File: config.mk
export PLATFORM = sky130hd
export DESIGN_NAME = sha256_msg_padder_flat
export DESIGN_NICKNAME = d
export VERILOG_FILES = /design/src/rtl/sha256_pkg.sv /design/src/rtl/sha256_msg_padder_if.sv /design/src/rtl/sha256_pad_word.sv /design/src/rtl/sha256_msg_padder.sv /design/src/flat_wrapper.sv
export SDC_FILE = /design/constraint.sdc
export NUM_CORES = 1
export LEC_CHECK = 0
export ABC_AREA = 1
export BUFFER_PORTS_ARGS = -buffer_cell sky130_fd_sc_hd__buf_2
export CAP_MARGIN = 10
export CORE_MARGIN = 2
export CORE_UTILIZATION = 56
export CTS_CLUSTER_SIZE = 30
export DETAILED_ROUTE_END_ITERATION = 12
export PLACE_DENSITY = 0.76
export SYNTH_ARGS = -nofsm -noshare
export SYNTH_HDL_FRONTEND = slang
export SYNTH_SLANG_ARGS = --single-unit
File: constraint.sdc
create_clock -name clk -period 3 [get_ports clk]
set_clock_uncertainty 0.1 [all_clocks]
set_input_delay 0.45 -clock clk [delete_from_list [all_inputs] [get_ports clk]]
set_output_delay 0.45 -clock clk [all_outputs]
set_load 0.05 [all_outputs]
File: src/rtl/sha256_pkg.sv
// Shared SHA-256 constants, the padder/emitter state encoding and a small length helper.
// Other SHA-256 datapath blocks import this package as well.
package sha256_pkg;

  localparam int SHA256_ROUNDS      = 64;
  localparam int SHA256_BLOCK_WORDS = 16;
  localparam logic [7:0] SHA256_PAD_BYTE = 8'h80;

  typedef enum logic [2:0] {
    IDLE,
    FILL,
    WAIT_CORE,
    EMIT,
    GAP
  } state_t;

  // Message bits carried by one input word; a final word with n==0 is a full word.
  function automatic logic [5:0] word_bits(input logic is_last, input logic [1:0] n);
    if (is_last && (n != 2'd0)) return {1'b0, n, 3'b000};
    return 6'd32;
  endfunction

endpackage

File: src/rtl/sha256_msg_padder_if.sv
// Message stream in, schedule word stream out, plus block framing flags.
// master = message source / hash core side, slave = padder.
interface sha256_msg_padder_if;

  logic        in_valid;
  logic        in_ready;
  logic [31:0] in_data;
  logic        in_last;
  logic [1:0]  in_bytes;
  logic        hash_ready;
  logic [31:0] data;
  logic        write_enable;
  logic        inner_busy;
  logic        first_block;
  logic        last_block;
  logic        busy;

  modport master (
    output in_valid, in_data, in_last, in_bytes, hash_ready,
    input  in_ready, data, write_enable, inner_busy, first_block, last_block, busy
  );

  modport slave (
    input  in_valid, in_data, in_last, in_bytes, hash_ready,
    output in_ready, data, write_enable, inner_busy, first_block, last_block, busy
  );

endinterface

File: src/rtl/sha256_pad_word.sv
// Masks the final message word: keeps the first n bytes, drops in the 0x80 marker
// right after them and zeroes the rest. Full or non-final words pass through.
module sha256_pad_word
  import sha256_pkg::*;
(
  input  logic [31:0] word,
  input  logic [1:0]  n,
  input  logic        is_last,
  output logic [31:0] padded
);

  logic [2:0] keep;
  assign keep = (n == 2'd0) ? 3'd4 : {1'b0, n};

  for (genvar gi = 0; gi < 4; gi++) begin : g_byte
    localparam logic [2:0] POS = 3'(gi);
    assign padded[31-8*gi -: 8] = (!is_last || (POS < keep)) ? word[31-8*gi -: 8] :
                                  (POS == keep)              ? SHA256_PAD_BYTE :
                                                               8'h00;
  end

endmodule

File: src/rtl/sha256_msg_padder.sv
// SHA-256 message padder: fills a 16-word block buffer from the message stream, appends
// 0x80 / zeros / bit length, and replays each block to the schedule in a 64-cycle window.
module sha256_msg_padder
  import sha256_pkg::*;
#(
  parameter int LEN_W      = 64,
  parameter int GAP_CYCLES = 1
) (
  input logic               clk,
  input logic               reset,
  sha256_msg_padder_if.slave bus
);

  localparam int GAP_W = (GAP_CYCLES > 1) ? $clog2(GAP_CYCLES) : 1;

  state_t           state_reg;
  logic [5:0]       k_reg;
  logic [4:0]       f_reg;
  logic [GAP_W-1:0] gap_reg;
  logic [LEN_W-1:0] len_reg;
  logic             msg_ended_reg;
  logic             tail_reg;
  logic             need80_reg;
  logic             len_placed_reg;
  logic             blk_final_reg;
  logic             first_pending_reg;
  logic             msg_done_reg;
  logic             inner_busy_reg;
  logic             write_enable_reg;
  logic             first_block_reg;
  logic             last_block_reg;
  logic             busy_reg;

  logic [31:0] mem [SHA256_BLOCK_WORDS];
  logic [31:0] rd_word_reg;

  logic        fill_active;
  logic        can_write;
  logic        in_ready;
  logic        take;
  logic        gen;
  logic        wr_en;
  logic [31:0] pad_out;
  logic [31:0] gen_word;
  logic [31:0] wr_data;
  logic [63:0] len_ext;
  logic [3:0]  rd_addr;

  sha256_pad_word u_pad_word (
    .word    (bus.in_data),
    .n       (bus.in_bytes),
    .is_last (bus.in_last),
    .padded  (pad_out)
  );

  assign len_ext = 64'(len_reg);

  // The buffer is writable outside the replay of words 0..15.
  assign fill_active = (state_reg == FILL) || (state_reg == GAP) ||
                       ((state_reg == EMIT) && (k_reg >= 6'(SHA256_BLOCK_WORDS)));
  assign can_write   = fill_active && !f_reg[4];
  assign in_ready    = can_write && !msg_ended_reg;
  assign take        = in_ready && bus.in_valid;
  assign gen         = can_write && tail_reg;
  assign wr_en       = take || gen;
  assign wr_data     = tail_reg ? gen_word : pad_out;
  assign rd_addr     = (state_reg == EMIT) ? (k_reg[3:0] + 4'd1) : 4'd0;

  // Padding words produced without input once the final message word is in.
  always_comb begin
    gen_word = 32'd0;
    if (need80_reg)
      gen_word = {SHA256_PAD_BYTE, 24'd0};
    else if (f_reg == 5'd14)
      gen_word = len_ext[63:32];
    else if ((f_reg == 5'd15) && len_placed_reg)
      gen_word = len_ext[31:0];
  end

  always_ff @(posedge clk) begin
    if (wr_en) mem[f_reg[3:0]] <= wr_data;
    rd_word_reg <= mem[rd_addr];
  end

  always_ff @(posedge clk) begin
    if (reset) begin
      state_reg         <= IDLE;
      k_reg             <= '0;
      f_reg             <= '0;
      gap_reg           <= '0;
      len_reg           <= '0;
      msg_ended_reg     <= 1'b0;
      tail_reg          <= 1'b0;
      need80_reg        <= 1'b0;
      len_placed_reg    <= 1'b0;
      blk_final_reg     <= 1'b0;
      first_pending_reg <= 1'b1;
      msg_done_reg      <= 1'b0;
      inner_busy_reg    <= 1'b0;
      write_enable_reg  <= 1'b0;
      first_block_reg   <= 1'b0;
      last_block_reg    <= 1'b0;
      busy_reg          <= 1'b0;
    end else begin
      if (take) begin
        f_reg   <= f_reg + 5'd1;
        len_reg <= len_reg + LEN_W'(word_bits(bus.in_last, bus.in_bytes));
        if (bus.in_last) begin
          msg_ended_reg <= 1'b1;
          tail_reg      <= 1'b1;
          need80_reg    <= (bus.in_bytes == 2'd0);
        end
      end else if (gen) begin
        f_reg <= f_reg + 5'd1;
        if (need80_reg)
          need80_reg <= 1'b0;
        else if (f_reg == 5'd14)
          len_placed_reg <= 1'b1;
        else if ((f_reg == 5'd15) && len_placed_reg) begin
          tail_reg       <= 1'b0;
          len_placed_reg <= 1'b0;
          blk_final_reg  <= 1'b1;
        end
      end

      case (state_reg)
        IDLE: begin
          state_reg <= FILL;
          busy_reg  <= 1'b1;
        end
        FILL: begin
          if (f_reg[4]) state_reg <= WAIT_CORE;
        end
        WAIT_CORE: begin
          if (bus.hash_ready) begin
            state_reg         <= EMIT;
            k_reg             <= '0;
            inner_busy_reg    <= 1'b1;
            write_enable_reg  <= 1'b1;
            first_block_reg   <= first_pending_reg;
            last_block_reg    <= blk_final_reg;
            first_pending_reg <= blk_final_reg;
            f_reg             <= '0;
            blk_final_reg     <= 1'b0;
            // Length is already in the buffer, so the next message can start counting now.
            if (blk_final_reg) begin
              msg_ended_reg <= 1'b0;
              len_reg       <= '0;
            end
          end
        end
        EMIT: begin
          k_reg            <= k_reg + 6'd1;
          write_enable_reg <= (k_reg < 6'(SHA256_BLOCK_WORDS - 1));
          if (k_reg == 6'(SHA256_ROUNDS - 1)) begin
            state_reg       <= GAP;
            inner_busy_reg  <= 1'b0;
            first_block_reg <= 1'b0;
            last_block_reg  <= 1'b0;
            msg_done_reg    <= last_block_reg;
            gap_reg         <= '0;
          end
        end
        GAP: begin
          if (gap_reg == GAP_W'(GAP_CYCLES - 1)) begin
            if (msg_done_reg) begin
              state_reg    <= IDLE;
              busy_reg     <= 1'b0;
              msg_done_reg <= 1'b0;
            end else if (f_reg[4]) begin
              state_reg <= WAIT_CORE;
            end else begin
              state_reg <= FILL;
            end
          end else begin
            gap_reg <= gap_reg + GAP_W'(1);
          end
        end
        default: state_reg <= IDLE;
      endcase
    end
  end

  assign bus.in_ready     = in_ready;
  assign bus.data         = write_enable_reg ? rd_word_reg : 32'd0;
  assign bus.write_enable = write_enable_reg;
  assign bus.inner_busy   = inner_busy_reg;
  assign bus.first_block  = first_block_reg;
  assign bus.last_block   = last_block_reg;
  assign bus.busy         = busy_reg;

endmodule
File: src/flat_wrapper.sv
// flat-port wrapper written by rule: the top's interface ports become plain ports
module sha256_msg_padder_flat import sha256_pkg::*;
#(
  parameter int LEN_W      = 64,
  parameter int GAP_CYCLES = 1
)
  (clk, reset, bus_in_valid, bus_in_data, bus_in_last, bus_in_bytes, bus_hash_ready, bus_in_ready, bus_data, bus_write_enable, bus_inner_busy, bus_first_block, bus_last_block, bus_busy);
  sha256_msg_padder_if bus_i ();
  input logic clk;
  input logic reset;
  input wire logic [$bits(bus_i.in_valid)-1:0] bus_in_valid;
  input wire logic [$bits(bus_i.in_data)-1:0] bus_in_data;
  input wire logic [$bits(bus_i.in_last)-1:0] bus_in_last;
  input wire logic [$bits(bus_i.in_bytes)-1:0] bus_in_bytes;
  input wire logic [$bits(bus_i.hash_ready)-1:0] bus_hash_ready;
  output wire logic [$bits(bus_i.in_ready)-1:0] bus_in_ready;
  output wire logic [$bits(bus_i.data)-1:0] bus_data;
  output wire logic [$bits(bus_i.write_enable)-1:0] bus_write_enable;
  output wire logic [$bits(bus_i.inner_busy)-1:0] bus_inner_busy;
  output wire logic [$bits(bus_i.first_block)-1:0] bus_first_block;
  output wire logic [$bits(bus_i.last_block)-1:0] bus_last_block;
  output wire logic [$bits(bus_i.busy)-1:0] bus_busy;
  assign bus_i.in_valid = bus_in_valid;
  assign bus_i.in_data = bus_in_data;
  assign bus_i.in_last = bus_in_last;
  assign bus_i.in_bytes = bus_in_bytes;
  assign bus_i.hash_ready = bus_hash_ready;
  assign bus_in_ready = bus_i.in_ready;
  assign bus_data = bus_i.data;
  assign bus_write_enable = bus_i.write_enable;
  assign bus_inner_busy = bus_i.inner_busy;
  assign bus_first_block = bus_i.first_block;
  assign bus_last_block = bus_i.last_block;
  assign bus_busy = bus_i.busy;
  sha256_msg_padder #(.LEN_W(LEN_W), .GAP_CYCLES(GAP_CYCLES)) u_core (.clk(clk), .reset(reset), .bus(bus_i));
endmodule
After elaboration in Yosys (flattened, before gate mapping)
Memory sizes are Yosys's and may differ from the RTL's. A register that Yosys moved wholly into a read port is not among the register bits. Cells that the tools add are included.

Add/subtract/negate cells: 5. Muxes and demuxes: 79. Bitwise logic cells: 2. Eq/ne operators: 18. $lt $le $gt $ge: 6. Reduce and logical (&&, ||, !) cells: 37.

Operator list (number): $mux W64 (4); $mux W32 (5); $add A64 B6 Y64 (1); $mux W8 (8); $mux W1 (36); $mux W6 (5); $mux W5 (4); $mux W3 (6); $pmux W3 S5 (1); $pmux W1 S2 (7); $reduce_bool A2 Y1 (7); $pmux W6 S2 (1); $eq A5 B4 Y1 const B (2); $ne A2 B2 Y1 const B (5); $reduce_and A3 Y1 (3); $reduce_and A2 Y1 (4); $reduce_and A4 Y1 (2); $logic_and A1 B1 Y1 (7); $logic_or A1 B1 Y1 (7); $add A6 B1 Y6 const B (1); $eq A2 B3 Y1 const A (2); $eq A3 B2 Y1 const B (2); $eq A6 B6 Y1 const B (1); $ge A6 B5 Y1 const B (1); 17 further kinds (25).

RAM bits: 512. Memories kept: 1. Bits of input ports: 39. Register bits after elaboration: 91. Output and inout bits: 38. Word-level logic and storage cells: 165.

Memories: u_core.mem (depth 16, bits a word 32, read ports 1, clocked after memory_dff 1, wr ports 1, RTL line sha256_msg_padder.sv:34) `logic [31:0] mem [SHA256_BLOCK_WORDS];`.

Longest topological paths before layout
Depth after elaboration: 16. Depth in mapped cells: 18. Mapped depth without buffers: 17.

By module
A second synthesis with hierarchy kept.

Cell total of the unflattened synthesis: 2662. Area total of the unflattened synthesis: 27550.2 sq um.

By module, submodules not included: sha256_msg_padder (seq. area each 17757.0 sq um, area an instance 27144.8 sq um, instances 1, cells an instance 2579); sha256_pad_word (seq. area each 0.0 sq um, area an instance 405.4 sq um, instances 1, cells an instance 83).

Worst setup path after synthesis
No wires, ideal clock.

Path type: register -> register. Start: register u_core.state_reg[0]. End: memory u_core.mem[0][0] (enable). Setup time: 0.421 ns. Stages on the path, launching flop included: 11. Arrival time: 2.724 ns. Required time: 2.479 ns. Period minus slack after synthesis: 3.245 ns. Buffers on the path: 2. Setup slack: -0.245 ns. Path through: dfxtp_1 > nand2_1 > nor2_2 > buf_4 > nand2_2 > nand2_2 > nand4_4 > nand2_1 > buf_2 > nand2_1 > nor2_1.

Word-level cells in the longest chain between the ends: 9. Elaborated cells between the ends (all ways): 13. Classes of those cells: 3 x eq/ne; 2 x mux; 8 x reduce/logical.

RTL lines: start: declaration (RTL line sha256_msg_padder.sv:16) `state_t state_reg;`; start signal: assignment (RTL line sha256_msg_padder.sv:87) `state_reg <= IDLE;`; start signal: assignment (RTL line sha256_msg_padder.sv:128) `state_reg <= FILL;`; start signal: assignment (RTL line sha256_msg_padder.sv:132) `if (f_reg[4]) state_reg <= WAIT_CORE;`; $eq A3 B1 Y1 (tied with other cells) (RTL line sha256_msg_padder.sv:59) `assign fill_active = (state_reg == FILL) || (state_reg == GAP) ||`; $logic_or A1 B1 Y1 or $logic_and A1 B1 Y1 (tied branches) (RTL line sha256_msg_padder.sv:59, sha256_msg_padder.sv:60); $logic_or A1 B1 Y1 * (RTL line sha256_msg_padder.sv:59); $logic_and A1 B1 Y1 * (RTL line sha256_msg_padder.sv:61) `assign can_write = fill_active && !f_reg[4];`; $logic_and A1 B1 Y1 (RTL line sha256_msg_padder.sv:62) `assign in_ready = can_write && !msg_ended_reg;`; $logic_and A1 B1 Y1 (RTL line sha256_msg_padder.sv:63) `assign take = in_ready && bus.in_valid;`; $logic_or A1 B1 Y1 * (RTL line sha256_msg_padder.sv:65) `assign wr_en = take || gen;`; $mux W1 * (RTL line sha256_msg_padder.sv:81) `if (wr_en) mem[f_reg[3:0]] <= wr_data;`; $mux W1 (implied by the code) * (RTL line sha256_msg_padder.sv:81); end: declaration (RTL line sha256_msg_padder.sv:34).

Mark *: on every way between the ends. The rest lies on a longest branch, timed or not.

Worst setup path in the final report
Start: register u_core.state_reg[0]. End: register u_core.rd_word_reg[23], read port of u_core.mem.

Word-level cells in the longest chain between the ends: 2.

RTL lines: $eq A3 B2 Y1 (RTL line sha256_msg_padder.sv:67) `assign rd_addr = (state_reg == EMIT) ? (k_reg[3:0] + 4'd1) : 4'd0;`; $mux W4 (RTL line sha256_msg_padder.sv:67); end: declaration (RTL line sha256_msg_padder.sv:35) `logic [31:0] rd_word_reg;`.

Every way passes these cells. A chain may end at the register's enable or synchronous reset.

==> impl_results.md <==
- Status: completed
- Sequential group share of total power: 0.495
- Worst EP arrival: 3.12 ns
- Row Count: 80
- Area after DPL: between 20000 and 30000 um^2
- GRT Total Usage: 0.309
- Clock Power Share: 0.374
- Final worst path period need: around 2.7 ns
- Synth top cells by count: edfxtp_1, nand2_1, inv_1, o211ai_1, nor2_1
- H-Tree Depth: 2
- Initial Utilization: 0.570
- Synthesized flop and latch total: around 630
- CTS tree: built
- Tcrit/Tclk final: 0.907
- Inserted Clock Buffers: 61
- Clock Root Buffer: clkbuf_16
- Critical path peak fanout: 162
- Yosys top cell by area: edfxtp_1
- Final hold violations: 0
- Maximum clock rate: around 370 MHz
- Clock Tree Buf Depth: 3
- Mapped Area: 27300 um^2
- Logic gate share of total power: 0.131
- Overall die area: approximately 51000 um^2
- Number of synthesized flops with an enable pin: between 500 and 600
- Vias per inst: a little over 6
- CTS sink cnt: approximately 630
- Die Ht: 225 um
- Worst Setup Path Type: reg2reg
- Critical path startpoint: u_core.state_reg[0]$_SDFFE_PP0P_
- Int Power: about 15 mW
- Crit end category: flop
- Yosys Warn Count: 0
- Core area: between 40000 and 50000 um^2
- Largest net degree at the start of global routing: ~160
- Post-CTS setup buffers: 0
- First-pass GRT wire length: roughly 120000 um
- Pre-CTS setup slack: -0.0640 ns
- Setup tns final: 0 ns
- Synth Area per Inst: between 10 and 15 um^2
- Post-CTS sizing: 0
- Layout cell share with drive strength beyond 1: 0.103
- Most frequent cell after synthesis: edfxtp_1
- FF-to-FF End: u_core.rd_word_reg[23]$_DFF_P_
- Max-Slew Margin vs Limit: 0.385
- DRC: 0
- GR Overflow Total: 0
- Layout area overhead: 13.0%
- Startpoint class of the critical path: flop
- Max cap viols: 0
- Final setup viols: 0
- Worst setup path end: u_core.rd_word_reg[23]$_DFF_P_
- Final count of pins violating max slew: 0
- Unrepaired setup endpoints after global routing: false
- Final hold slack: 0.0792 ns
- Hold_buf cts: 0
- CTS clk-pin slew, worst paths: ~0.060 ns
- Routed via count: ~21000
- Hold wc startpoint: reset
- WL per Instance: between 20 and 25 um
- Worst Tran Pin Value: around 0.92 ns
- Initial antenna violation count: 1
- Cells after Synth: between 2000 and 3000
- # diodes: 0
- Routed Wire Length: between 70000 and 80000 um
- CP required: ~3.4 ns
- Clk Latency, worst-skew pair: roughly 0.63 ns
- Die W: between 200 and 250 um
- Worst r2r path cells: 10
- Hold/Removal Path Class: in2reg
- HPWL after detailed placement: 44900 um
- 1st-pass router iterations: 5
- RD Place Congestion: 0.978
- Worst r2r src: u_core.state_reg[0]$_SDFFE_PP0P_
- Vias in the first global route: between 15000 and 20000
- Largest cells by area after synthesis: edfxtp_1, dfxtp_1, o211ai_1
- FFs w/ async S/R, synth: 0
- # IOs: 77
- Reg2reg setup slack: ~0.28 ns
- VDD IR max: 0.467 mV
- ANT nets after route: 0
- Psw: roughly 5.4 mW
- Most used DFF post-synth: edfxtp_1
- Synth cell types: 35
- Drt initial violations: 2877
- Synth Net Count: 2668
- Port Buffer Count: 76
- Final #Nets: around 2700
- Sw frac: 0.266
- Leakage: 11.3 nW
- Max FFs per register: 512
- Setup ws final: roughly 0.28 ns
- Design Area, Final: between 30000 and 40000 um^2
- Seq/Total Area, Yosys: 0.649
- Pwr dens: between 600 and 700 nW/um^2
- Post-synth top area share: 0.562
-- cell usage in the layout, fill, tap and decap left out, types with 3 or more instances in the layout --
cell type,netlist,final
nor2_1,197,180
a211oi_1,3,3
nand3_1,145,144
nor2_2,10,10
clkbuf_8,0,7
bufinv_16,0,4
buf_2,30,76
inv_1,292,289
ha_1,15,15
nand2_1,467,465
clkbuf_16,0,62
buf_4,3,47
a32o_1,10,10
o211ai_1,257,257
buf_12,0,27
a21oi_1,181,181
nor2_4,3,20
o22ai_1,14,14
clkinv_1,1,4
nand4_1,15,15
nor3_1,18,18
clkbuf_1,100,22
edfxtp_1,512,512
xor2_1,12,12
o21ai_0,174,174
clkinv_2,0,10
dfxtp_1,119,117
a31oi_1,3,3
-- power groups by stage --
stage	Combinational (mW)	Sequential, mW	Clock, mW
2_1_floorplan	1.72	10.1	0
3_5_place_dp	2.59	10.2	0
6_report	2.65	9.99	7.54
5_1_grt	2.85	10.0	7.92
4_1_cts	2.61	9.98	7.60
3_3_place_gp	2.53	10.2	0
-- cell type report --
class | count | area (um^2)
clock buffer | 91 | 1730
clock inverter | 23 | 239
fill | 3613 | 17100
inverter | 293 | 1100
multi-input combinational | 1539 | 8010
sequential | 631 | 17800
tap | 615 | 769
timing repair buffer | 150 | 1270
-- cells by family (layout without fill, tap and decap cells) --
kind of cell    count (synthesis)  after routing  synth area share
compound gates                646            646             0.145
buf+inv                       443            557            0.0632
flops                         631            631             0.649
fa+ha+maj                      16             16           0.00760
xor+xnor                       12             12           0.00384
simple gates                  865            865             0.131
-- layer usage --
layer	share of wire	routed length [um]	global-route usage
met4	0.034	2650	0.113
met5	0	0	0
met2	0.47	36500	0.492
met1	0.39	30600	0.430
met3	0.10	8150	0.0529
-- critical path: stages (launching register included) --
cell,delay (ns)
dfxtp_1,0.38
nand2_1,0.14
nor2_4,0.12
buf_4,0.21
buf_4,0.36
nand2_4,0.12
buf_12,0.21
o21ai_0,0.37
o211ai_1,0.13
nand3_1,0.10
nand2_1,0.09
-- metrics by stage --
| step | total power, mW | instances | utilization |
|---|---|---|---|
| floorplan | 11.9 | 2613 | - |
| finish | 20.2 | 3342 | 0.644 |
| global placement | 12.7 | 3228 | 0.603 |
| detailed placement | 12.8 | 3228 | 0.603 |
| CTS | 20.2 | 3342 | 0.644 |
| global route | 20.8 | 3342 | 0.644 |
-- how the worst min path moves through the flow --
stage,end,slack (ns),depth (start not counted)
after global placement,u_core.first_pending_reg$_SDFFE_PP1P_,0.34,2
after CTS,u_core.state_reg[2]$_SDFFE_PP0P_,0.06,2
after global routing,u_core.k_reg[1]$_SDFFE_PP0P_,0.08,2
final,u_core.state_reg[2]$_SDFFE_PP0P_,0.08,2
after floorplan,u_core.first_pending_reg$_SDFFE_PP1P_,0.33,2
after detailed placement,u_core.k_reg[3]$_SDFFE_PP0P_,0.36,2
Power figures use the tool's default switching activity.
